File: config.mk
export PLATFORM = sky130hd
export DESIGN_NAME = seq_addsub_chunked
export DESIGN_NICKNAME = d
export VERILOG_FILES = /design/src/rtl/seq_addsub_chunked.sv
export SDC_FILE = /design/constraint.sdc
export NUM_CORES = 1
export LEC_CHECK = 0
export BUFFER_PORTS_ARGS = -buffer_cell sky130_fd_sc_hd__buf_2
export CORE_ASPECT_RATIO = 0.75
export CORE_MARGIN = 2
export CORE_UTILIZATION = 29
export CTS_CLUSTER_DIAMETER = 200
export DETAILED_ROUTE_END_ITERATION = 10
export PLACE_DENSITY = 0.58
export SYNTH_ARGS = -nofsm -noshare
export SYNTH_HDL_FRONTEND = slang
export SYNTH_SLANG_ARGS = --single-unit
export TNS_END_PERCENT = 50
File: constraint.sdc
create_clock -name clk -period 7 [get_ports clk]
set_input_delay 1.05 -clock clk [delete_from_list [all_inputs] [get_ports clk]]
set_output_delay 1.05 -clock clk [all_outputs]
set_load 0.01 [all_outputs]
File: src/rtl/seq_addsub_chunked.sv
// seq_addsub_chunked
// Multi-cycle adder/subtractor. The operands are processed CHUNK bits per
// clock, least-significant chunk first, through a single CHUNK-bit adder.
// Subtraction is a + ~b + 1. Signed overflow is reported on the final chunk.
//
// State table
//   state   | meaning
//   IDLE    | waiting for start; the previous result is held on sum/cout/ovf
//   RUN     | one chunk added per clock; busy=1
//   DONE    | result valid; done=1 for one cycle, then back to IDLE
//
// Ports
//   clk    in   rising-edge clock
//   rst    in   synchronous active-high reset
//   start  in   start request, sampled only in IDLE
//   sub    in   0: a+b+cin, 1: a-b (cin ignored)
//   cin    in   carry-in for add mode
//   a, b   in   operands [WIDTH], captured on the accepting edge
//   sum    out  result [WIDTH]
//   cout   out  carry-out of the MSB (sub mode: 1 = no borrow)
//   ovf    out  two's-complement overflow
//   busy   out  high in RUN
//   done   out  one-cycle result-valid pulse
module seq_addsub_chunked #(
    parameter int WIDTH = 32,
    parameter int CHUNK = 8
) (
    input  logic             clk,
    input  logic             rst,
    input  logic             start,
    input  logic             sub,
    input  logic             cin,
    input  logic [WIDTH-1:0] a,
    input  logic [WIDTH-1:0] b,
    output logic [WIDTH-1:0] sum,
    output logic             cout,
    output logic             ovf,
    output logic             busy,
    output logic             done
);

    localparam int NCHUNK = WIDTH / CHUNK;
    localparam int CW     = (NCHUNK > 1) ? $clog2(NCHUNK) : 1;

    generate
        if (CHUNK < 1 || CHUNK > WIDTH || (WIDTH % CHUNK) != 0) begin : g_param_check
            $error("seq_addsub_chunked: WIDTH must be a multiple of CHUNK and 1 <= CHUNK <= WIDTH");
        end
    endgenerate

    typedef enum logic [1:0] {
        ST_IDLE = 2'd0,
        ST_RUN  = 2'd1,
        ST_DONE = 2'd2
    } state_t;

    state_t            state_q;
    state_t            state_d;

    // Operands shift right one chunk per RUN cycle, so the active chunk is
    // always the low CHUNK bits; on the last chunk its top bit is the
    // original operand MSB, which is what the overflow rule needs.
    logic [WIDTH-1:0]  op_a_q;
    logic [WIDTH-1:0]  op_b_q;
    logic              carry_q;
    logic [CW-1:0]     idx_q;
    logic [WIDTH-1:0]  sum_q;
    logic              cout_q;
    logic              ovf_q;

    logic [CHUNK:0]    chunk_sum;
    logic              last_chunk;

    always_comb begin
        chunk_sum  = {1'b0, op_a_q[CHUNK-1:0]}
                   + {1'b0, op_b_q[CHUNK-1:0]}
                   + {{CHUNK{1'b0}}, carry_q};
        last_chunk = (idx_q == CW'(NCHUNK - 1));
    end

    always_ff @(posedge clk) begin
        if (rst) begin
            state_q <= ST_IDLE;
        end else begin
            state_q <= state_d;
        end
    end

    always_comb begin
        state_d = state_q;
        busy    = 1'b0;
        done    = 1'b0;
        case (state_q)
            ST_IDLE: begin
                if (start) begin
                    state_d = ST_RUN;
                end
            end
            ST_RUN: begin
                busy = 1'b1;
                if (last_chunk) begin
                    state_d = ST_DONE;
                end
            end
            ST_DONE: begin
                done    = 1'b1;
                state_d = ST_IDLE;
            end
            default: begin
                state_d = ST_IDLE;
            end
        endcase
    end

    always_ff @(posedge clk) begin
        if (rst) begin
            op_a_q  <= '0;
            op_b_q  <= '0;
            carry_q <= 1'b0;
            idx_q   <= '0;
            sum_q   <= '0;
            cout_q  <= 1'b0;
            ovf_q   <= 1'b0;
        end else begin
            case (state_q)
                ST_IDLE: begin
                    if (start) begin
                        op_a_q  <= a;
                        op_b_q  <= sub ? ~b : b;
                        carry_q <= sub ? 1'b1 : cin;
                        idx_q   <= '0;
                    end
                end
                ST_RUN: begin
                    op_a_q  <= op_a_q >> CHUNK;
                    op_b_q  <= op_b_q >> CHUNK;
                    carry_q <= chunk_sum[CHUNK];
                    idx_q   <= idx_q + CW'(1);
                    for (int j = 0; j < NCHUNK; j++) begin
                        if (32'(idx_q) == 32'(j)) begin
                            sum_q[j*CHUNK +: CHUNK] <= chunk_sum[CHUNK-1:0];
                        end
                    end
                    if (last_chunk) begin
                        cout_q <= chunk_sum[CHUNK];
                        ovf_q  <= (op_a_q[CHUNK-1] == op_b_q[CHUNK-1])
                               && (chunk_sum[CHUNK-1] != op_a_q[CHUNK-1]);
                    end
                end
                default: begin
                end
            endcase
        end
    end

    assign sum  = sum_q;
    assign cout = cout_q;
    assign ovf  = ovf_q;

endmodule
==> results.sh <==
export IMPL_postSynthAreaPerCell_um2=8.446
export IMPL_yosys_warnings=0
export IMPL_hpwl_um=8972
export IMPL_ant_nets=0
export IMPL_timing_fmax_ghz=0.3055
export IMPL_wl_met1_um=6695
export IMPL_grt_max_degree=94
export IMPL_cp_arrival_ns=2.22
export IMPL_crit_path_end_kind="output pin"
export IMPL_io_pins=105
export IMPL_totalWireLength_um=12640
export IMPL_grt_pass1_wl_um=20480
export IMPL_layout_min_cycle_time_ns=3.274
export IMPL_start_kind="flip-flop"
export IMPL_vias=4189
export IMPL_dr_pass1_iters=4
export IMPL_yosysSeqAreaShare_pct=42.61
export IMPL_cts_tree="yes"
export IMPL_synth_nets=655
export IMPL_antenna_found_initial=1
export IMPL_syn_area_mm2=0.004840
export IMPL_skew_ns=0.007878
export IMPL_clockBufferDepth=2
export IMPL_dieArea_mm2=0.01775
export IMPL_routedWlPerCell_um=14.68
export IMPL_power_density_mw_per_mm2=246.1
export IMPL_drive_gt1_share_pct=20.58
export IMPL_grt_usage_pct=14.39
export IMPL_syn_inst=573
export IMPL_portBuffers=104
export IMPL_synth_top_area_cell="dfxtp_1"
export IMPL_gr_total_overflow=0
export IMPL_final_max_slew_viol_count=0
export IMPL_yosys_most_used_dff="dfxtp_1"
export IMPL_rsz0062_at_grt="no"
export IMPL_start_util_pct=29.94
export IMPL_area_growth_pct=18.51
export IMPL_routabilityCongestion=0.8708
export IMPL_die_w_um=153.2
export IMPL_viasPerCell=4.865
export IMPL_drc=0
export IMPL_ys_top_cells_by_area="dfxtp_1, nand2_1, xnor2_1"
export IMPL_final_hold_violation_count=0
export IMPL_grt_pass1_vias=3935
export IMPL_maxCapViolCount=0
export IMPL_rows=40
export IMPL_crit_path_max_incr_delay_ns=0.68
export IMPL_crit_chain="nand2b_4 > inv_2 > buf_2"
export IMPL_utilization_pct=35.48
export IMPL_status="completed"
export IMPL_clk_pin_slew_ns=0.07
export IMPL_place_ws_ns=4.074
export IMPL_synth_edf_count=0
export IMPL_cts_buffers=9
export IMPL_clockRootBuffer="clkbuf_16"
export IMPL_insertion_delay_ns=0.34
export IMPL_postCtsSetupBuffers=0
export IMPL_finalSetupViolations=0
export IMPL_ys_seq_elements=103
export IMPL_drtIter0Drc=236
export IMPL_slowest_stage="nand2b_4"
export IMPL_power_leakage_nw=2.339
export IMPL_insertedDiodeCount=0
export IMPL_power_w=0.001412
export IMPL_fin_tns_setup_ns=0
export IMPL_hp_class="flip-flop to flip-flop"
export IMPL_dr_wl_met3_um=849
export IMPL_path_class="flip-flop to output pin"
export IMPL_yosysUniqueCellTypes=43
export IMPL_yosysTopAreaCellShare_pct=42.61
export IMPL_nets=728
export IMPL_dr_wl_met2_um=4981
export IMPL_async_flop_share_pct=0
export IMPL_worstPathMaxFanout=75
export IMPL_cts_hold_buf=0
export IMPL_min_period_over_period_pct=46.77
export IMPL_core_mm2=0.01617
export IMPL_fp_dieH_um=115.9
export IMPL_tightest_slew_ns=1.072
export IMPL_peakVddDrop_mv=0.1376
export IMPL_dr_max_layer_used="met5"
export IMPL_htreeDepth=3
export IMPL_cts_sinks=103
export IMPL_slew_headroom_pct=28.19
export IMPL_cp_required_ns=5.95
export IMPL_cts_repair_resized=0
export IMPL_fin_ws_ns=3.726
[layout by cell type (no fill, tap or decap), types with 2 or more instances in the layout]
cell type / synthesis / final
a311oi_1: 24 / 24
ha_1: 11 / 11
o21ai_1: 3 / 3
a22oi_1: 17 / 17
buf_2: 22 / 103
inv_8: 0 / 2
xor2_1: 9 / 9
nand2_1: 125 / 125
nor2b_1: 3 / 3
or2_1: 2 / 2
a21oi_1: 41 / 41
o21ai_0: 12 / 12
or3b_2: 2 / 2
fa_1: 2 / 2
xnor2_1: 26 / 26
a21o_1: 3 / 3
buf_4: 2 / 4
nand2b_1: 4 / 4
nor2_1: 53 / 53
nand3_1: 4 / 4
nor3_1: 3 / 3
a211oi_1: 10 / 10
dfxtp_1: 103 / 103
o211ai_1: 27 / 27
a311o_1: 5 / 5
inv_1: 4 / 4
nand3b_1: 14 / 14
and3b_1: 4 / 4
nor3b_1: 5 / 5
clkbuf_16: 0 / 9
[synthesized netlist by cell type, types with 2 or more instances]
library cell and instances:
nor2b_1 3, o211ai_1 27, buf_6 2, a311oi_1 24
fa_1 2, a21oi_1 41, or3b_2 2, a211oi_1 10
nand2_1 125, dfxtp_1 103, buf_2 22, inv_1 4
ha_1 11, a22oi_1 17, buf_4 2, a311o_1 5
o21ai_1 3, and3b_1 4, a21o_1 3, clkbuf_1 18
nand3b_1 14, xnor2_1 26, or2_1 2, nor3b_1 5
nand2b_1 4, nor2_1 53, nand3_1 4, o21ai_0 12
nor3_1 3, xor2_1 9
[state kept, by name, summed over array words and instances, names as in the netlist]
name and cells:
carry_q 1, op_a_q 32, op_b_q 32, cout 1, state_q 2, ovf 1
idx_q 2, sum 32
[metal layers]
metal | up-vias | GRT usage (%)
met3 | 9 | 3.815
met5 | - | 0
met1 | 1889 | 21.43
met2 | 129 | 20.80
li1 | 2160 | -
met4 | 2 | 2.963
[power breakdown]
group / switching [W] / internal [W]
Clock: 0.000231 / 0.000285
Combinational: 0.000147 / 0.0000961
Sequential: 0.0000261 / 0.000627
[path summary, 6_finish.rpt]
check                    end  depth (start not counted)  slack (ns)        from
setup / recovery        busy                          3        3.73  state_q[1]
hold / removal    op_b_q[22]                          2        0.45  op_b_q[22]
setup reg to reg     sum[30]                          6        4.34   op_a_q[0]
hold reg to reg   op_b_q[22]                          2        0.45  op_b_q[22]
[final cells by class]
type | count | area (um^2)
fill | 1725 | 10430
multi-input combinational | 420 | 2540
sequential | 103 | 2062
timing repair buffer | 107 | 545.5
tap | 210 | 262.8
clock buffer | 10 | 229.0
clock inverter | 6 | 77.57
inverter | 5 | 18.77
[critical path, delay by kind of cell, from the launching register on]
family                 cells  cell delay, ns
buffers and inverters      2            0.70
and+or+nand+nor            1            0.68
DFF                        1            0.49
[through the flow]
step                      instance area (um^2)  instances  hold slack (ns)
after global routing                      5736        861           0.4650
after global placement                    5429        845           0.4413
after detailed placement                  5429        845           0.4445
after floorplan                           4840        573           0.4321
final                                     5736        861           0.4539
after CTS                                 5736        861           0.4546
[logic make-up (layout without fill, tap and decap cells)]
family	Yosys count	after routing	synth area share, %
and+or+nand+nor	224	224	20.81
xor gates and xnor gates	35	35	6.334
buffers and inverters	50	128	4.912
DFF	103	103	42.61
adders and majority gates	13	13	3.671
AOI/OAI and AO/OA	148	148	21.66
Note: power is estimated with default switching activity, not from simulation.
